### config.mk
export PLATFORM = sky130hd
export DESIGN_NAME = mem_port_arbiter
export DESIGN_NICKNAME = d
export VERILOG_FILES = /design/src/rtl/mem_port_arbiter.sv
export SDC_FILE = /design/constraint.sdc
export NUM_CORES = 1
export LEC_CHECK = 0
export BUFFER_PORTS_ARGS = -buffer_cell sky130_fd_sc_hd__buf_2
export CAP_MARGIN = 25
export CORE_AREA = 2 2 121 123
export CTS_CLUSTER_DIAMETER = 80
export DETAILED_ROUTE_END_ITERATION = 8
export DIE_AREA = 0 0 123 125
export SLEW_MARGIN = 0
export SYNTH_ARGS = -nofsm -noshare
export SYNTH_HDL_FRONTEND = slang
export SYNTH_SLANG_ARGS = --single-unit
### constraint.sdc
create_clock -name clk_i -period 1.75 [get_ports clk_i]
set_clock_uncertainty 0.05 [all_clocks]
set_input_delay 0.175 -clock clk_i [delete_from_list [all_inputs] [get_ports clk_i]]
set_output_delay 0.175 -clock clk_i [all_outputs]
set_load 0.01 [all_outputs]
### src/rtl/mem_port_arbiter.sv
// ---------------------------------------------------------------------------
// mem_port_arbiter
//   Shares one sp_ram-style req/gnt/rvalid port between two masters
//   (e.g. an instruction fetch port m0 and a data port m1 on a unified memory).
//   Round-robin grant, combinational request pass-through (no bubble), and
//   in-order routing of responses through a small owner-ID FIFO.
//
// Parameters
//   ADDR_WIDTH : address width on all ports
//   DATA_WIDTH : data width; byte-enable width is DATA_WIDTH/8
//   OUT_DEPTH  : max outstanding granted-but-not-returned transactions
//                (power of two, >= 2)
//
// Ports
//   clk_i, rst_ni            : clock, synchronous active-low reset
//   mN_req_i / mN_gnt_o      : master N request / accepted this cycle
//   mN_addr_i, mN_we_i,
//   mN_be_i, mN_wdata_i      : master N request fields
//   mN_rvalid_o, mN_rdata_o  : master N response (reads and writes)
//   s_req_o / s_gnt_i        : memory-side request handshake
//   s_addr_o .. s_wdata_o    : request fields of the selected master
//   s_rvalid_i, s_rdata_i    : memory-side response
//   err_o                    : sticky, response seen with nothing outstanding
//
// Optional feature
//   MEM_ARB_PERF_EN : adds m0_stall_cnt_o / m1_stall_cnt_o, saturating
//                     32-bit counts of cycles a master requested but was
//                     not granted.
// ---------------------------------------------------------------------------

`ifdef MEM_ARB_PERF_EN
// Per-master stall counter: saturates instead of wrapping so a long run
// never reports a misleadingly small number.
module mem_arb_stall_cnt (
  input  logic        clk_i,
  input  logic        rst_ni,
  input  logic        i_stall,
  output logic [31:0] o_cnt
);
  logic [31:0] r_cnt;

  always_ff @(posedge clk_i) begin
    if (!rst_ni)                        r_cnt <= '0;
    else if (i_stall && (r_cnt != '1))  r_cnt <= r_cnt + 32'd1;
  end

  assign o_cnt = r_cnt;
endmodule
`endif

module mem_port_arbiter #(
  parameter int ADDR_WIDTH = 32,
  parameter int DATA_WIDTH = 32,
  parameter int OUT_DEPTH  = 2
) (
  input  logic                    clk_i,
  input  logic                    rst_ni,
  // master 0
  input  logic                    m0_req_i,
  output logic                    m0_gnt_o,
  output logic                    m0_rvalid_o,
  input  logic [ADDR_WIDTH-1:0]   m0_addr_i,
  input  logic                    m0_we_i,
  input  logic [DATA_WIDTH/8-1:0] m0_be_i,
  input  logic [DATA_WIDTH-1:0]   m0_wdata_i,
  output logic [DATA_WIDTH-1:0]   m0_rdata_o,
  // master 1
  input  logic                    m1_req_i,
  output logic                    m1_gnt_o,
  output logic                    m1_rvalid_o,
  input  logic [ADDR_WIDTH-1:0]   m1_addr_i,
  input  logic                    m1_we_i,
  input  logic [DATA_WIDTH/8-1:0] m1_be_i,
  input  logic [DATA_WIDTH-1:0]   m1_wdata_i,
  output logic [DATA_WIDTH-1:0]   m1_rdata_o,
  // memory side
  output logic                    s_req_o,
  input  logic                    s_gnt_i,
  input  logic                    s_rvalid_i,
  output logic [ADDR_WIDTH-1:0]   s_addr_o,
  output logic                    s_we_o,
  output logic [DATA_WIDTH/8-1:0] s_be_o,
  output logic [DATA_WIDTH-1:0]   s_wdata_o,
  input  logic [DATA_WIDTH-1:0]   s_rdata_i,
  output logic                    err_o
`ifdef MEM_ARB_PERF_EN
  ,
  output logic [31:0]             m0_stall_cnt_o,
  output logic [31:0]             m1_stall_cnt_o
`endif
);

  localparam int NUM_M = 2;
  localparam int BEW   = DATA_WIDTH / 8;
  localparam int PW    = (OUT_DEPTH > 1) ? $clog2(OUT_DEPTH) : 1;
  localparam int CW    = $clog2(OUT_DEPTH + 1);

  // master fields gathered into packed arrays so selection is a plain index
  logic [NUM_M-1:0]                 w_req;
  logic [NUM_M-1:0][ADDR_WIDTH-1:0] w_addr;
  logic [NUM_M-1:0]                 w_we;
  logic [NUM_M-1:0][BEW-1:0]        w_be;
  logic [NUM_M-1:0][DATA_WIDTH-1:0] w_wdata;
  logic [NUM_M-1:0]                 w_gnt;
  logic [NUM_M-1:0]                 w_rvalid;

  assign w_req   = {m1_req_i,   m0_req_i};
  assign w_addr  = {m1_addr_i,  m0_addr_i};
  assign w_we    = {m1_we_i,    m0_we_i};
  assign w_be    = {m1_be_i,    m0_be_i};
  assign w_wdata = {m1_wdata_i, m0_wdata_i};

  // state
  logic [OUT_DEPTH-1:0] r_owner;        // owner ID per outstanding slot
  logic [PW-1:0]        r_wr_ptr;
  logic [PW-1:0]        r_rd_ptr;
  logic [CW-1:0]        r_count;
  logic                 r_last_winner;
  logic                 r_err;

  // arbitration
  logic w_sel;
  logic w_full;
  logic w_accept;
  logic w_pop;
  logic w_head;
  logic w_stray;

  // Tie goes to the master that did not win last; a lone requester always wins.
  always_comb begin
    w_sel = 1'b0;
    if (w_req[0] && w_req[1]) w_sel = ~r_last_winner;
    else if (w_req[1])        w_sel = 1'b1;
  end

  // Full is evaluated on the registered count only: a pop in the same cycle
  // does not reopen the request path, so s_rvalid_i never feeds s_req_o.
  assign w_full   = (r_count == CW'(OUT_DEPTH));
  assign s_req_o  = (|w_req) & ~w_full;
  assign w_accept = s_req_o & s_gnt_i;

  // Request fields follow the winner while requesting, otherwise park on m0.
  always_comb begin
    s_addr_o  = w_addr[0];
    s_we_o    = w_we[0];
    s_be_o    = w_be[0];
    s_wdata_o = w_wdata[0];
    if (s_req_o && w_sel) begin
      s_addr_o  = w_addr[1];
      s_we_o    = w_we[1];
      s_be_o    = w_be[1];
      s_wdata_o = w_wdata[1];
    end
  end

  // response routing
  assign w_head  = r_owner[r_rd_ptr];
  assign w_pop   = s_rvalid_i & (r_count != '0);
  assign w_stray = s_rvalid_i & (r_count == '0);

  genvar g;
  generate
    for (g = 0; g < NUM_M; g++) begin : g_mst
      assign w_gnt[g]    = w_accept & (w_sel == 1'(g));
      assign w_rvalid[g] = w_pop & (w_head == 1'(g));
    end
  endgenerate

  assign m0_gnt_o    = w_gnt[0];
  assign m1_gnt_o    = w_gnt[1];
  assign m0_rvalid_o = w_rvalid[0];
  assign m1_rvalid_o = w_rvalid[1];
  assign m0_rdata_o  = s_rdata_i;
  assign m1_rdata_o  = s_rdata_i;
  assign err_o       = r_err;

  // owner FIFO contents need no reset: pointers/count define what is live
  always_ff @(posedge clk_i) begin
    if (w_accept) r_owner[r_wr_ptr] <= w_sel;
  end

  always_ff @(posedge clk_i) begin
    if (!rst_ni) begin
      r_wr_ptr      <= '0;
      r_rd_ptr      <= '0;
      r_count       <= '0;
      r_last_winner <= 1'b1;   // m0 wins the first tie
      r_err         <= 1'b0;
    end else begin
      if (w_accept) begin
        r_wr_ptr      <= r_wr_ptr + PW'(1);
        r_last_winner <= w_sel;
      end
      if (w_pop) r_rd_ptr <= r_rd_ptr + PW'(1);
      case ({w_accept, w_pop})
        2'b10:   r_count <= r_count + CW'(1);
        2'b01:   r_count <= r_count - CW'(1);
        default: r_count <= r_count;
      endcase
      if (w_stray) r_err <= 1'b1;
    end
  end

`ifdef MEM_ARB_PERF_EN
  logic [NUM_M-1:0][31:0] w_stall_cnt;

  generate
    for (g = 0; g < NUM_M; g++) begin : g_perf
      mem_arb_stall_cnt u_stall_cnt (
        .clk_i   (clk_i),
        .rst_ni  (rst_ni),
        .i_stall (w_req[g] & ~w_gnt[g]),
        .o_cnt   (w_stall_cnt[g])
      );
    end
  endgenerate

  assign m0_stall_cnt_o = w_stall_cnt[0];
  assign m1_stall_cnt_o = w_stall_cnt[1];
`endif

endmodule

==> results.md <==
* Crit path time final at 1.78 ns
* Failing checks: setup timing
* Critical Path End Type: output pin
* Post-synth top flop: dfxtp_1
* Critical-path top delay cell: dfxtp_2
* Clk sinks at 8
* H-tree depth at 1
* Max Slew Vio Count at 0
* Post-CTS Hold Buffers at 0
* Clk_lat worst skew at between 0.2 and 0.25 ns
* RR Startpoint: r_count[0]
* Critical-path cell list: a21boi_4 > nand2_8 > buf_12 > mux2_4 > buf_2
* Number of core rows at 44
* Setup violations, final at 19
* GRT Total Usage at 0.0908
* Proportion of netlist area held by the largest area contributor at 0.382
* Static leakage at 1.52 nW
* Worst Path Arrival at 1.56 ns
* Number of synthesized register bits at 8
* Worst-margin pin slew at 0.221 ns
* Period utilisation layout at 1.02
* Fin area at 2870 um^2
* Post-Place Cells at around 520
* # IOs at 315
* Hold WC Path Type: in -> reg
* DRC errors left at 0
* Largest net degree at the start of global routing at 24
* CTS tree: yes
* Routability cong. at 0.805
* Critical Path RT at between 1.5 and 2 ns
* Detail Route Antenna Nets at 0
* Mapped cell area at 1740 um^2
* Critical Path Start Type: flop
* Setup tns final at -0.232 ns
* Register area share after synthesis at 0.104
* Clk slew on worst S/H paths at ~0.040 ns
* Area leader, netlist: mux2_2
* Multi-input logic area at 1050 um^2
* Final net count at 520
* Final wirelength at 7640 um
* Most used routing layer: met2
* GR Util met3 at 0.0328
* Die Wd at roughly 120 um
* PnR worst setup slack at -0.0316 ns
* Mapped Avg Cell Area at about 9.5 um^2
* Vias in the first global route at 1,940
* Initial antenna violation count at 0
* HP Start: rst_ni
* Number of flops mapped to enable cells by yosys at 2
* Synthesized net count at 359
* Max clock buf depth at 2
* CP Launch Point: r_last_winner
* Global-route wire length before repair at 10,600 um
* Synth async-reset ratio at 0
* Met2 usage at 0.170
* Synthesis-to-layout area growth at 65.3%
* Hpwl dp at 6500 um
* Non-Filler Instances at 526
* Core area at 14,200 um^2
* Largest cells by area after synthesis: mux2_2, buf_4, mux2_4, dfxtp_1, edfxtp_1
* FILL cells at between 1,500 and 2,000
* Die area at about 15,000 um^2
* Synth top cells by count: buf_4, mux2_2, mux2_4, nor2_1, dfxtp_1
* Critical path class: reg -> out
* Layout cell share with drive strength beyond 1 at 0.892
* Worst slew margin at 0.852
* RSZ-0062 raised after global routing: yes
* Yosys Warn Count at 0
* Status: finished, violations left
* Pre-Repair DR Iteration Count at 4
* Vias per cell at 3.62
* Starting density of the core at 0.122
* Maximum VDD drop at 0.000289 V
* Count leader, synth: buf_4
* DR WL/cell at ~15 um
* Unique masters post-synth at 26
* Placed Area at 2600 um^2
* Num CTS Buffers at 3
* Die span in y at 125 um
* Overflow after GRT at 0
* Register area at 185 um^2
* Fin. Hold Viols at 0
* Power per cell area at just over 700 nW/um^2
* Crit-path max FO at 23
* Root Buffer: clkbuf_16
* Initial drt markers at 33
* Post-synthesis cell count at 182
* M1 GR Usage at 0.0986
* Port Buffers at about 220
* Fmax at about 560 MHz
* Crit path largest cell delay at between 0.3 and 0.4 ns
* Maxcap violations at 0
* Vias at 1,906
* N_diodes at 0
## cell usage in the layout, fill, tap and decap left out, types with 2 or more instances in the layout
| cell type | synthesis | final |
|---|---|---|
| a21oi_1 | 2 | 2 |
| buf_12 | 0 | 4 |
| mux2i_1 | 2 | 2 |
| inv_1 | 3 | 3 |
| buf_2 | 5 | 201 |
| mux2_2 | 59 | 56 |
| dfxtp_1 | 6 | 4 |
| xor2_1 | 2 | 2 |
| clkbuf_16 | 0 | 3 |
| edfxtp_1 | 2 | 2 |
| nand2_1 | 2 | 2 |
| buf_6 | 2 | 17 |
| buf_4 | 64 | 5 |
| o21ai_0 | 3 | 2 |
| mux2_4 | 10 | 13 |
| nor2_1 | 8 | 8 |
## cell families (layout without fill, tap and decap cells)
| family | count (synthesis) | after routing | synth area share |
|---|---|---|---|
| and+or+nand+nor | 16 | 16 | 0.0461 |
| AOI/OAI and AO/OA | 9 | 9 | 0.0374 |
| xor gates and xnor gates | 3 | 3 | 0.0151 |
| buffers and inverters | 74 | 234 | 0.310 |
| adders and majority gates | 1 | 1 | 0.00720 |
| muxes | 71 | 71 | 0.480 |
| DFF | 8 | 8 | 0.104 |
## report_power, final
part           switching (mW)  internal, mW  total, mW
clock network          0.0914         0.304      0.395
logic                   0.623         0.787       1.41
registers              0.0405         0.245      0.286
## path summary, 6_finish.rpt
kind	end	slack (ns)	cells past startpoint
max	s_addr_o[24]	-0.03	5
min	r_last_winner	0.12	2
max reg2reg	r_count[1]	0.09	6
min reg2reg	r_wr_ptr	0.44	2
## sequential cells by signal, indices dropped and copies added, names as in the netlist
signal,cells
r_count,2
r_owner,2
err_o,1
r_last_winner,1
r_rd_ptr,1
r_wr_ptr,1
## per-stage QoR
stage	utilization	setup WS [ns]	hold WS, ns	power [mW]
2_1_floorplan	-	0.0692	0.201	1.14
3_3_place_gp	0.183	0.0476	0.300	1.53
3_5_place_dp	0.183	0.0224	0.300	1.54
4_1_cts	0.203	-0.107	0.130	2.13
5_1_grt	0.202	-0.0871	0.157	2.24
6_report	0.202	-0.0316	0.124	2.09
## routing by layer
layer	vias to the layer above	routed length, um
li1	881	-
met1	847	2780
met2	167	3930
met3	11	871
met4	0	53
met5	-	0
## repair_timing
item                                    CTS  global route
gates cloned                              2             0
gates resized for setup                  22             8
endpoints found under the setup margin   67            67
setup buffers                             3             1
pin swaps                                 2             2
## area by class of cell
| class | instances | area share |
|---|---|---|
| timing repair buffer | 227 | 0.458 |
| sequential | 8 | 0.0645 |
| clock buffer | 4 | 0.0274 |
| tap | 184 | 0.0801 |
| inverter | 3 | 0.00392 |
| multi-input combinational | 100 | 0.366 |
## critical path: cells and delay by family (launching register included)
family	cells	cell delay [ns]
buffers and inverters	2	0.33
AO/OA/AOI/OAI	1	0.21
flip-flops	1	0.33
AND/OR/NAND/NOR	1	0.11
multiplexers	1	0.32
Note: power is estimated with default switching activity, not from simulation.
